**src/rtl/ps2_host_tx.sv**
```systemverilog
// ps2_host_tx
//   Host-to-device PS/2 transmitter. It inhibits the bus by holding the clock
//   low, issues the request-to-send (start bit), then shifts out eight data
//   bits LSB first, an odd parity bit and a stop bit on the falling edges of
//   the device clock. It then checks the device acknowledge and waits for the
//   bus to go idle. A timeout guards against a device that never clocks or
//   never acknowledges.
//
// Ports
//   Clk          system clock, all state on the rising edge
//   Reset_n      asynchronous active-low reset
//   PS2_Clk      raw keyboard clock pad input
//   PS2_Data     raw keyboard data pad input
//   PS2_Clk_Oe   1 = pad pulls PS2_Clk low, 0 = released
//   PS2_Data_Oe  1 = pad pulls PS2_Data low, 0 = released
//   Tx_Data      byte to transmit
//   Tx_Start     one-cycle request, accepted only while Tx_Busy = 0
//   Tx_Busy      transaction in progress
//   Tx_Done      one-cycle pulse at the end of every accepted transaction
//   Tx_Err       1 = no acknowledge or timeout; valid from Tx_Done, cleared on accept

module ps2_host_tx #(
   parameter int unsigned INHIBIT_CYCLES = 5000,
   parameter int unsigned TIMEOUT_CYCLES = 750000
) (
   input  logic       Clk,
   input  logic       Reset_n,
   input  logic       PS2_Clk,
   input  logic       PS2_Data,
   output logic       PS2_Clk_Oe,
   output logic       PS2_Data_Oe,
   input  logic [7:0] Tx_Data,
   input  logic       Tx_Start,
   output logic       Tx_Busy,
   output logic       Tx_Done,
   output logic       Tx_Err
);

   // Counters only ever reach terminal-1, so $clog2(N) bits never wrap.
   localparam int unsigned INH_W = (INHIBIT_CYCLES > 1) ? $clog2(INHIBIT_CYCLES) : 1;
   localparam int unsigned TO_W  = (TIMEOUT_CYCLES > 1) ? $clog2(TIMEOUT_CYCLES) : 1;
   localparam logic [INH_W-1:0] INH_LAST = INH_W'(INHIBIT_CYCLES - 1);
   localparam logic [TO_W-1:0]  TO_LAST  = TO_W'(TIMEOUT_CYCLES - 1);

   typedef enum logic [2:0] {
      S_IDLE,
      S_INHIBIT,
      S_REQ,
      S_SEND,
      S_ACK,
      S_WAIT_IDLE
   } state_t;

   state_t state, state_next;

   logic [7:0]       clk_shift;
   logic             clk_f;
   logic             clk_f_d;
   logic             fall;
   logic             dat_meta;
   logic             dat_s;

   logic [7:0]       tx_byte;
   logic             parity;
   logic [9:0]       frame;
   logic [3:0]       bit_idx;
   logic             bit_oe;
   logic [INH_W-1:0] inh_cnt;
   logic [TO_W-1:0]  to_cnt;

   logic             accept;
   logic             inh_last;
   logic             timeout;
   logic             in_timed;

   // ---------------------------------------------------------------
   // Input conditioning: clock glitch filter and data resynchroniser
   // ---------------------------------------------------------------
   always_ff @(posedge Clk or negedge Reset_n) begin
      if (!Reset_n) begin
         clk_shift <= '1;
         clk_f     <= 1'b1;
         clk_f_d   <= 1'b1;
         dat_meta  <= 1'b1;
         dat_s     <= 1'b1;
      end else begin
         clk_shift <= {clk_shift[6:0], PS2_Clk};
         if (clk_shift == '1) begin
            clk_f <= 1'b1;
         end else if (clk_shift == '0) begin
            clk_f <= 1'b0;
         end
         clk_f_d   <= clk_f;
         dat_meta  <= PS2_Data;
         dat_s     <= dat_meta;
      end
   end

   assign fall = clk_f_d & ~clk_f;

   // Bits presented on successive falls: data LSB first, parity, stop.
   assign frame    = {1'b1, parity, tx_byte};
   assign accept   = (state == S_IDLE) && Tx_Start;
   assign inh_last = (inh_cnt == INH_LAST);
   assign in_timed = (state == S_SEND) || (state == S_ACK) || (state == S_WAIT_IDLE);
   assign timeout  = in_timed && (to_cnt == TO_LAST);

   // ---------------------------------------------------------------
   // FSM: state register
   // ---------------------------------------------------------------
   always_ff @(posedge Clk or negedge Reset_n) begin
      if (!Reset_n) begin
         state <= S_IDLE;
      end else begin
         state <= state_next;
      end
   end

   // ---------------------------------------------------------------
   // FSM: next state
   // ---------------------------------------------------------------
   always_comb begin
      state_next = state;
      unique case (state)
         S_IDLE: begin
            if (Tx_Start) state_next = S_INHIBIT;
         end
         S_INHIBIT: begin
            if (inh_last) state_next = S_REQ;
         end
         S_REQ: begin
            state_next = S_SEND;
         end
         S_SEND: begin
            // The fall that presents the stop bit also moves to ACK.
            if (timeout)                      state_next = S_IDLE;
            else if (fall && bit_idx == 4'd9) state_next = S_ACK;
         end
         S_ACK: begin
            if (timeout)   state_next = S_IDLE;
            else if (fall) state_next = S_WAIT_IDLE;
         end
         S_WAIT_IDLE: begin
            if (timeout || (clk_f && dat_s)) state_next = S_IDLE;
         end
         default: state_next = S_IDLE;
      endcase
   end

   // ---------------------------------------------------------------
   // FSM: outputs (decoded from state so reset releases the pads at once)
   // ---------------------------------------------------------------
   always_comb begin
      PS2_Clk_Oe  = 1'b0;
      PS2_Data_Oe = 1'b0;
      unique case (state)
         S_INHIBIT: PS2_Clk_Oe  = 1'b1;
         S_REQ: begin
            PS2_Clk_Oe  = 1'b1;
            PS2_Data_Oe = 1'b1;
         end
         S_SEND:    PS2_Data_Oe = bit_oe;
         default: ;
      endcase
   end

   // ---------------------------------------------------------------
   // Datapath: byte latch, counters, bit sequencing, status flags
   // ---------------------------------------------------------------
   always_ff @(posedge Clk or negedge Reset_n) begin
      if (!Reset_n) begin
         tx_byte <= '0;
         parity  <= 1'b0;
         bit_idx <= '0;
         bit_oe  <= 1'b0;
         inh_cnt <= '0;
         to_cnt  <= '0;
         Tx_Busy <= 1'b0;
         Tx_Done <= 1'b0;
         Tx_Err  <= 1'b0;
      end else begin
         Tx_Done <= 1'b0;

         if (accept) begin
            tx_byte <= Tx_Data;
            parity  <= ~^Tx_Data;
            Tx_Err  <= 1'b0;
            Tx_Busy <= 1'b1;
            inh_cnt <= '0;
         end

         if (state == S_INHIBIT && !inh_last) begin
            inh_cnt <= inh_cnt + 1'b1;
         end

         if (state == S_REQ) begin
            bit_idx <= '0;
            bit_oe  <= 1'b1;       // keep the start bit driven until the first fall
            to_cnt  <= '0;
         end

         if (in_timed) begin
            if (timeout) begin
               Tx_Err  <= 1'b1;
               Tx_Done <= 1'b1;
               Tx_Busy <= 1'b0;
            end else begin
               to_cnt <= to_cnt + 1'b1;
               if (state == S_SEND && fall) begin
                  bit_oe  <= ~frame[bit_idx];
                  bit_idx <= bit_idx + 4'd1;
               end
               if (state == S_ACK && fall && dat_s) begin
                  Tx_Err <= 1'b1;
               end
               if (state == S_WAIT_IDLE && clk_f && dat_s) begin
                  Tx_Done <= 1'b1;
                  Tx_Busy <= 1'b0;
               end
            end
         end
      end
   end

endmodule

```
**config.mk**
```make
export PLATFORM = sky130hd
export DESIGN_NAME = ps2_host_tx
export DESIGN_NICKNAME = d
export VERILOG_FILES = /design/src/rtl/ps2_host_tx.sv
export SDC_FILE = /design/constraint.sdc
export NUM_CORES = 1
export LEC_CHECK = 0
export BUFFER_PORTS_ARGS = -buffer_cell sky130_fd_sc_hd__buf_2
export CORE_UTILIZATION = 45
export DETAILED_ROUTE_END_ITERATION = 8
export REMOVE_ABC_BUFFERS = 1
export SYNTH_ARGS = -nofsm -noshare
export SYNTH_HDL_FRONTEND = slang
export SYNTH_SLANG_ARGS = --single-unit
```
**constraint.sdc**
```tcl
create_clock -name Clk -period 2.4 [get_ports Clk]
set_input_delay 0.12 -clock Clk [delete_from_list [all_inputs] [get_ports Clk]]
set_output_delay 0.12 -clock Clk [all_outputs]
set_load 0.05 [all_outputs]
```
* After elaboration in Yosys (flattened, before gate mapping)
Index checks and enable logic that the tools add are counted.
** Storage, ports and cells
- Register bits after elaboration :: 65
- Input port bits :: 13
- Output and inout bits :: 5
- Logic and storage cells :: 95
** Cells by class
- $add $sub $neg :: 3
- Order comparisons :: 1
- Equality and inequality tests :: 14
- Multiplexer cells :: 38
- Bitwise gates (word level) :: 3
- Reduce and logical (&&, ||, !) cells :: 21
** Operators with widths (count)
- $mux 20 :: 3
- $mux 13 :: 2
- $mux 3 :: 7
- $add 20x1->20 const B :: 1
- $eq 20x20->1 const B :: 1
- $mux 1 :: 19
- $pmux 3 s6 :: 1
- $mux 4 :: 4
- $add 13x1->13 const B :: 1
- $eq 13x13->1 const B :: 1
- $logic_and 1x1->1 :: 10
- $eq 8x8->1 const B :: 1
- $logic_not 8->1 :: 1
- $reduce_xnor 8->1 :: 1
- $eq 3x2->1 const B :: 2
- $eq 3x3->1 const B :: 2
- $lt 4x5->1 const B :: 1
- $reduce_and 5->1 :: 1
- $add 4x1->4 const B :: 1
- $bmux 1 s4 :: 1
- $eq 4x4->1 const B :: 1
- $ne 2x2->1 const B :: 2
- $reduce_bool 2->1 :: 2
- $eq 3x1->1 const B :: 1
- 10 further kinds :: 13

* Depth between registers and ports, before layout
Gate-level depths: netlist of run 1.
- Word-level depth :: 7
- Mapped depth :: 8
- Depth with buffers taken out :: 7

* Least setup slack after synthesis of run 1
Ideal clock, no wire load.
- Path type :: register to register
- Start :: register to_cnt[0]
- End :: register state[0]
- Setup time :: 0.125 ns
- Arrival time :: 1.909 ns
- Data required time :: 2.275 ns
- Path slack :: 0.366 ns
- Stages on the path, launching flop included :: 8
- Path buffers :: 1
- Clock period less this slack :: 2.034 ns
- Cell sequence :: dfrtp_1 ha_1 and3_1 and3_2 buf_6 o31a_2 o21ai_2 mux2_4
** On the way
- Word-level cells in the longest chain between the ends :: 5
- Elaborated cells on any way between the ends :: 10
- Those cells by class :: eq/ne: 4; mux: 3; reduce/logical: 3
** RTL lines
- from (decl) :: line 69 : logic [TO_W-1:0] to_cnt;
- from (signal assigned) :: line 208 : to_cnt <= to_cnt + 1'b1;
- $eq 20x20->1 * :: line 106 : assign timeout = in_timed && (to_cnt == TO_LAST);
- $logic_and 1x1->1 * :: line 106
- $logic_or 1x1->1 :: line 144 : if (timeout || (clk_f && dat_s)) state_next = S_IDLE;
- $ne 2x1->1 (no line)
- $reduce_and 5->1 (no line)
- to (signal assigned) :: line 115 : state <= state_next;
- to (decl) :: line 54 : state_t state, state_next;
Every way passes the cells marked *; elsewhere a longest branch is shown, timed or not.
A chain may end at the register's enable or synchronous reset.

* Worst setup path in the final report of run 1
Same ends and word-level chain as after synthesis.

==> impl_metrics.env, run 1 <==
export IMPL_routed_wl_mm=6.20
export IMPL_hold_violations=0
export IMPL_hold_class="in -> reg"
export IMPL_cp_start_kind="flip-flop"
export IMPL_period_minus_slack_ns=2.08
export IMPL_async_reset_ff_share_pct=100
export IMPL_coreArea_sq_mm=0.00687
export IMPL_dr_pass1_iters=4
export IMPL_first_global_vias=2341
export IMPL_post_synth_cell_area_avg_sq_um=9.99
export IMPL_routabilityCongestion=0.822
export IMPL_ant_nets=0
export IMPL_drt_initial_drc_count=97
export IMPL_dpl_hpwl_mm=4.36
export IMPL_status="complete, no violations"
export IMPL_cts_htree_levels=3
export IMPL_dieArea_sq_mm=0.00749
export IMPL_drc=0
export IMPL_rsz0062_at_grt="false"
export IMPL_grt_antenna_before_repair=0
export IMPL_post_route_period_util_pct=86.6
export IMPL_diodes=0
export IMPL_synth_ff_type="dfrtp_1"
export IMPL_worst_slew_pin_slew_ns=0.700
export IMPL_preCtsSetupSlack_ns=0.326
export IMPL_fmax_mhz=481
export IMPL_synth_cells=322
export IMPL_setup_violations=0
export IMPL_crit_required_ns=2.62
export IMPL_critical_path_slowest_cell="dfrtp_1"
export IMPL_synth_edf_count=0
export IMPL_ys_ff_latch=65
export IMPL_cts_root_buf="clkbuf_8"
export IMPL_cap_viol_max_count=0
export IMPL_drive_gt1_share_pct=19.0
export IMPL_synth_seq_area_share_pct=51.0
export IMPL_die_w_um=86.6
export IMPL_place_area_sq_mm=0.00345
export IMPL_vias=2425
export IMPL_grt_max_degree=36
export IMPL_slew_headroom_pct=53.3
export IMPL_post_cts_resize_count=0
export IMPL_clock_sinks=65
export IMPL_finalPower_mw=3.42
export IMPL_grt_first_pass_wirelength_mm=10.7
export IMPL_fp_row_count=30
export IMPL_endpoint_kind="flip-flop"
export IMPL_vias_per_cell=5.27
export IMPL_area_growth_syn_to_layout_pct=15.9
export IMPL_cp_num_buf_inv=0
export IMPL_ir_drop_uv=481
export IMPL_synth_warnings=0
export IMPL_cts_buffer_depth=2
export IMPL_worst_slack_ns=0.322
export IMPL_finalSetupTns_ns=0
export IMPL_clock_latency_ns=0.33
export IMPL_crit_arrival_ns=2.30
export IMPL_max_stage_delay_ns=0.41
export IMPL_crit_chain="ha_1, and3_1, and3_2, o31a_2, o21ai_2, mux2_4"
export IMPL_syn_area_sq_mm=0.00322
export IMPL_wl_per_cell_um=13.5
export IMPL_die_h_um=86.6
export IMPL_numCtsBuffers=9
export IMPL_place_port_buffers=17
export IMPL_finClkSkew_ns=0.00698
export IMPL_initial_core_util_pct=46.8
export IMPL_gr_total_overflow=0
export IMPL_crit_fanout=7
export IMPL_path_class="reg -> reg"
export IMPL_post_route_util_pct=54.3
export IMPL_power_density_mw_per_mm2=917
export IMPL_maxSlewViolCount=0
export IMPL_critPathTopFamily="compound AO/OA/AOI/OAI gates"
export IMPL_synth_cell_types=56
export IMPL_leakagePower_nw=1.67
export IMPL_nets=376
export IMPL_grtUsageTotal_pct=18.7
export IMPL_ios=18
export IMPL_path_clk_slew_ns=0.07
export IMPL_stdcell_area_sq_mm=0.00373
export IMPL_cts_tree="done"
-- state kept, by name (all words and copies together) (netlist names) --
| signal | cells |
|---|---|
| clk_shift | 8 |
| tx_byte | 8 |
| inh_cnt | 13 |
| dat_meta | 1 |
| parity | 1 |
| clk_f_d | 1 |
| Tx_Done | 1 |
| to_cnt | 20 |
| bit_oe | 1 |
| state | 3 |
| dat_s | 1 |
| Tx_Busy | 1 |
| bit_idx | 4 |
| Tx_Err | 1 |
| clk_f | 1 |
-- where the power goes --
part | internal, mW | switching, mW | leakage, nW
registers | 1.29 | 0.172 | 0.830
logic | 0.420 | 0.647 | 0.746
clock network | 0.478 | 0.412 | 0.0933
total | 2.19 | 1.23 | 1.67
-- final cells by class --
cell class	count	area (sq um)
Sequential cell	65	1640
Inverter	5	18.8
Multi-Input combinational cell	242	1500
Tap cell	96	120
Timing Repair Buffer	36	263
Clock inverter	5	56.3
Clock buffer	11	131
Fill cell	619	3140
-- cells in the mapped netlist, drive strengths merged, types with 5 or more instances --
cell,number,area (sq um)
xnor2,7,61.3
o21ai,21,109
dfrtp,53,1330
o31ai,10,75.1
and3,7,45.1
nor2,24,90.1
nand3,23,115
nand4,7,43.8
nand2,59,221
mux2i,13,130
dfstp,12,315
inv,5,18.8
nor3,6,46.3
clkbuf,7,37.5
o211ai,6,45.0
a21oi,10,50.1
-- timing repair --
action	4_1_cts	5_1_grt
setup buffers	0	0
hold buffers	9	0
endpoints found under the hold margin	26	0
-- final timing paths --
check / from / endpoint / slack [ns] / cells after the start
min: Tx_Data[3] / tx_byte[3] / 0.01 / 3
min reg2reg: clk_shift[5] / clk_shift[6] / 0.37 / 0
max in group asynchronous: Reset_n / tx_byte[2] / 1.41 / 3
max: to_cnt[0] / state[0] / 0.32 / 6
min in group asynchronous: Reset_n / to_cnt[8] / 0.37 / 2
max reg2reg: to_cnt[0] / state[0] / 0.32 / 6
-- cells in the final DEF (no fill, tap or decap), drive strengths merged, types with 2 or more instances in the layout --
cell type / instances
and3: 7
xor2: 4
and4: 2
inv: 5
clkbuf: 11
mux2: 2
a31oi: 2
ha: 4
nor2: 24
nor4b: 2
clkinv: 3
and2: 2
buf: 27
nor3b: 2
o211ai: 6
mux4: 2
dlygate4sd3: 9
nand4: 7
dfrtp: 53
and4b: 2
nand2b: 4
o31ai: 10
nand3b: 4
a21oi: 10
xnor2: 7
nor3: 6
or3: 3
nand3: 23
mux2i: 13
dfstp: 12
nand2: 59
o21ai: 21
nand4b: 2
-- worst register-to-register path: cells and delay by family, from the launching register on --
kind                       cells  cell delay (ns)
and+or+nand+nor                2             0.49
AOI/OAI and AO/OA              2             0.52
DFF                            1             0.41
muxes                          1             0.32
adders and majority gates      1             0.22
-- layer usage --
metal | global-route usage [%] | vias to the layer above | share of wire (%)
met2 | 31.4 | 37 | 47
met1 | 23.6 | 1156 | 48
li1 | - | 1226 | -
met4 | 4.55 | 0 | 1.0
met5 | 0 | - | 0
met3 | 5.71 | 6 | 3.4
-- cells by family (layout without fill, tap and decap cells) --
family | after synthesis | after routing | synth area share [%]
AO/OA/AOI/OAI | 55 | 55 | 10.8
XOR/XNOR | 11 | 11 | 2.99
adder cells (fa/ha/maj) | 4 | 4 | 1.56
buffers and inverters | 15 | 57 | 2.60
flip-flops | 65 | 65 | 51.0
multiplexers | 17 | 17 | 6.26
AND/OR/NAND/NOR | 155 | 155 | 24.7
-- per-stage QoR --
stage	hold WS [ns]	std cells
after floorplan	-0.176	312
after global placement	0.218	435
after detailed placement	0.214	435
after CTS	0.00209	460
after global routing	0.00689	460
final	0.0125	460
(Power assumes the default switching activity.)
==> run 2: changes to the inputs <==
--- a/config.mk
+++ b/config.mk
@@ -8,6 +8,7 @@
 export BUFFER_PORTS_ARGS = -buffer_cell sky130_fd_sc_hd__buf_2
 export CORE_UTILIZATION = 45
 export DETAILED_ROUTE_END_ITERATION = 8
+export RECOVER_POWER = 100
 export REMOVE_ABC_BUFFERS = 1
 export SYNTH_ARGS = -nofsm -noshare
 export SYNTH_HDL_FRONTEND = slang
==> impl_metrics.env, run 2 (synthesis gave the netlist of run 1 again) <==
export IMPL_drive_gt1_share_pct=12.1
export IMPL_top_register="to_cnt"
export IMPL_vias=2416
export IMPL_routed_wl_mm=6.20
export IMPL_rsz0062_at_grt="false"
export IMPL_cts_htree_levels=3
export IMPL_worst_slew_pin_slew_ns=1.69
export IMPL_rr_endpoint="inh_cnt[9]"
export IMPL_clock_sinks=65
export IMPL_vias_per_cell=5.25
export IMPL_dieArea_sq_mm=0.00749
export IMPL_place_area_sq_mm=0.00345
export IMPL_switching_power_mw=1.22
export IMPL_violations="max-capacitance violations, max-slew violations"
export IMPL_setup_violations=0
export IMPL_cp_start_kind="flip-flop"
export IMPL_hold_depth=3
export IMPL_placed_cells=435
export IMPL_p_sw_share_pct=36.5
export IMPL_path_class="reg -> reg"
export IMPL_drc=0
export IMPL_hold_class="in -> reg"
export IMPL_r2r_slack_ns=0.25
export IMPL_r2r_start="inh_cnt[0]"
export IMPL_power_frac_seq_pct=43.4
export IMPL_first_global_vias=2341
export IMPL_grtUsageTotal_pct=18.7
export IMPL_numCtsBuffers=9
export IMPL_reg2reg_depth=7
export IMPL_preCtsSetupSlack_ns=0.326
export IMPL_power_density_mw_per_mm2=910
export IMPL_worst_slack_ns=0.254
export IMPL_endpoint_kind="flip-flop"
export IMPL_crit_arrival_ns=2.37
export IMPL_hold_end="tx_byte[3]"
export IMPL_place_port_buffers=17
export IMPL_hold_buffers=9
export IMPL_clock_latency_ns=0.33
export IMPL_slew_headroom_pct=-12.8
export IMPL_n_fill_cell=633
export IMPL_drt_initial_drc_count=124
export IMPL_cts_buffer_depth=2
export IMPL_cts_root_buf="clkbuf_8"
export IMPL_path_clk_slew_ns=0.07
export IMPL_dr_pass1_iters=5
export IMPL_largest_reg_flops=20
export IMPL_grt_antenna_before_repair=0
export IMPL_internal_power_mw=2.13
export IMPL_grt_first_pass_wirelength_mm=10.7
export IMPL_die_w_um=86.6
export IMPL_finClkSkew_ns=0.00627
export IMPL_cts_tree="done"
export IMPL_coreArea_sq_mm=0.00687
export IMPL_area_growth_syn_to_layout_pct=14.6
export IMPL_hold_worst_slack_ns=0.0141
export IMPL_finalSetupTns_ns=0
export IMPL_crit_required_ns=2.62
export IMPL_maxSlewViolCount=31
export IMPL_post_route_period_util_pct=89.4
export IMPL_status="finished, violations left"
export IMPL_crit_fanout=11
export IMPL_die_h_um=86.6
export IMPL_post_cts_resize_count=0
export IMPL_fp_row_count=30
export IMPL_post_route_util_pct=53.7
export IMPL_leakagePower_nw=1.61
export IMPL_gr_total_overflow=0
export IMPL_final_cell_mix="nand2_1 (59), dfrtp_1 (53), nor2_1 (24), nand3_1 (23), o21ai_0 (20)"
export IMPL_cap_viol_max_count=1
export IMPL_grt_max_degree=36
export IMPL_ant_nets=0
export IMPL_share_comb_of_total_power_pct=30.1
export IMPL_nets=376
export IMPL_dpl_hpwl_mm=4.36
export IMPL_period_minus_slack_ns=2.15
export IMPL_final_common_cell="nand2_1"
export IMPL_finalPower_mw=3.35
export IMPL_multiInputGateArea_sq_mm=0.00148
export IMPL_fmax_mhz=466
export IMPL_stdcell_area_sq_mm=0.00369
export IMPL_ir_drop_uv=472
export IMPL_largestRegisters="to_cnt: 20 flops, inh_cnt: 13 flops"
export IMPL_routabilityCongestion=0.822
export IMPL_regArea_sq_mm=0.00164
export IMPL_hold_violations=0
export IMPL_wl_per_cell_um=13.5
export IMPL_diodes=0
export IMPL_ios=18
export IMPL_postCtsSetupBuffers=0
export IMPL_hp_start="Tx_Data[3]"
export IMPL_initial_core_util_pct=46.8
export IMPL_finalNonFillerCells=460
export IMPL_clkPwrFrac_pct=26.5
==> run 2: cell count changes in the layout (fill, tap and decap cells not counted), sizes merged <==
cell	before	now
buf	27	16
clkbuf	11	22
==> run 2: layer usage <==
layer	part of all wire [%]	routed length (um)	global-route usage, %
met1	48	3000	23.6
met2	47	2930	31.4
met3	3.5	217	5.71
met4	1.0	62	4.55
met5	0	0	0
==> run 2: how the worst max path moves through the flow <==
stage,startpoint,to,slack (ns),depth (start not counted)
4_1_cts,to_cnt[0],state[0],0.32,6
3_3_place_gp,inh_cnt[0],inh_cnt[6],0.36,7
3_5_place_dp,to_cnt[0],state[0],0.33,6
2_1_floorplan,state[0],inh_cnt[3],0.24,4
6_report,inh_cnt[0],inh_cnt[9],0.25,7
5_1_grt,inh_cnt[0],inh_cnt[11],0.10,7
==> run 2: worst max-delay path, stage by stage, from the launching register on <==
cell and delay, ns:
dfrtp_1 0.40, ha_1 0.24, nand2_1 0.10, and4b_1 0.22
or3_4 0.40, nor3_1 0.38, nand3_1 0.15, mux2i_1 0.14
==> run 2: area by class of cell <==
| cell class | instances | area share (%) |
|---|---|---|
| multi-input combinational | 242 | 40.1 |
| tap | 96 | 3.26 |
| inverter | 5 | 0.509 |
| clock inverter | 5 | 1.53 |
| clock buffer | 11 | 3.56 |
| timing repair buffer | 36 | 6.48 |
| sequential | 65 | 44.5 |
==> run 2: power by group through the flow <==
stage               Clock [mW]  Sequential [mW]  Combinational [mW]
floorplan                    0             1.47               0.714
global placement             0             1.47                1.05
detailed placement           0             1.48                1.07
CTS                      0.914             1.46                1.09
global route             0.958             1.49                1.13
finish                   0.889             1.46                1.01
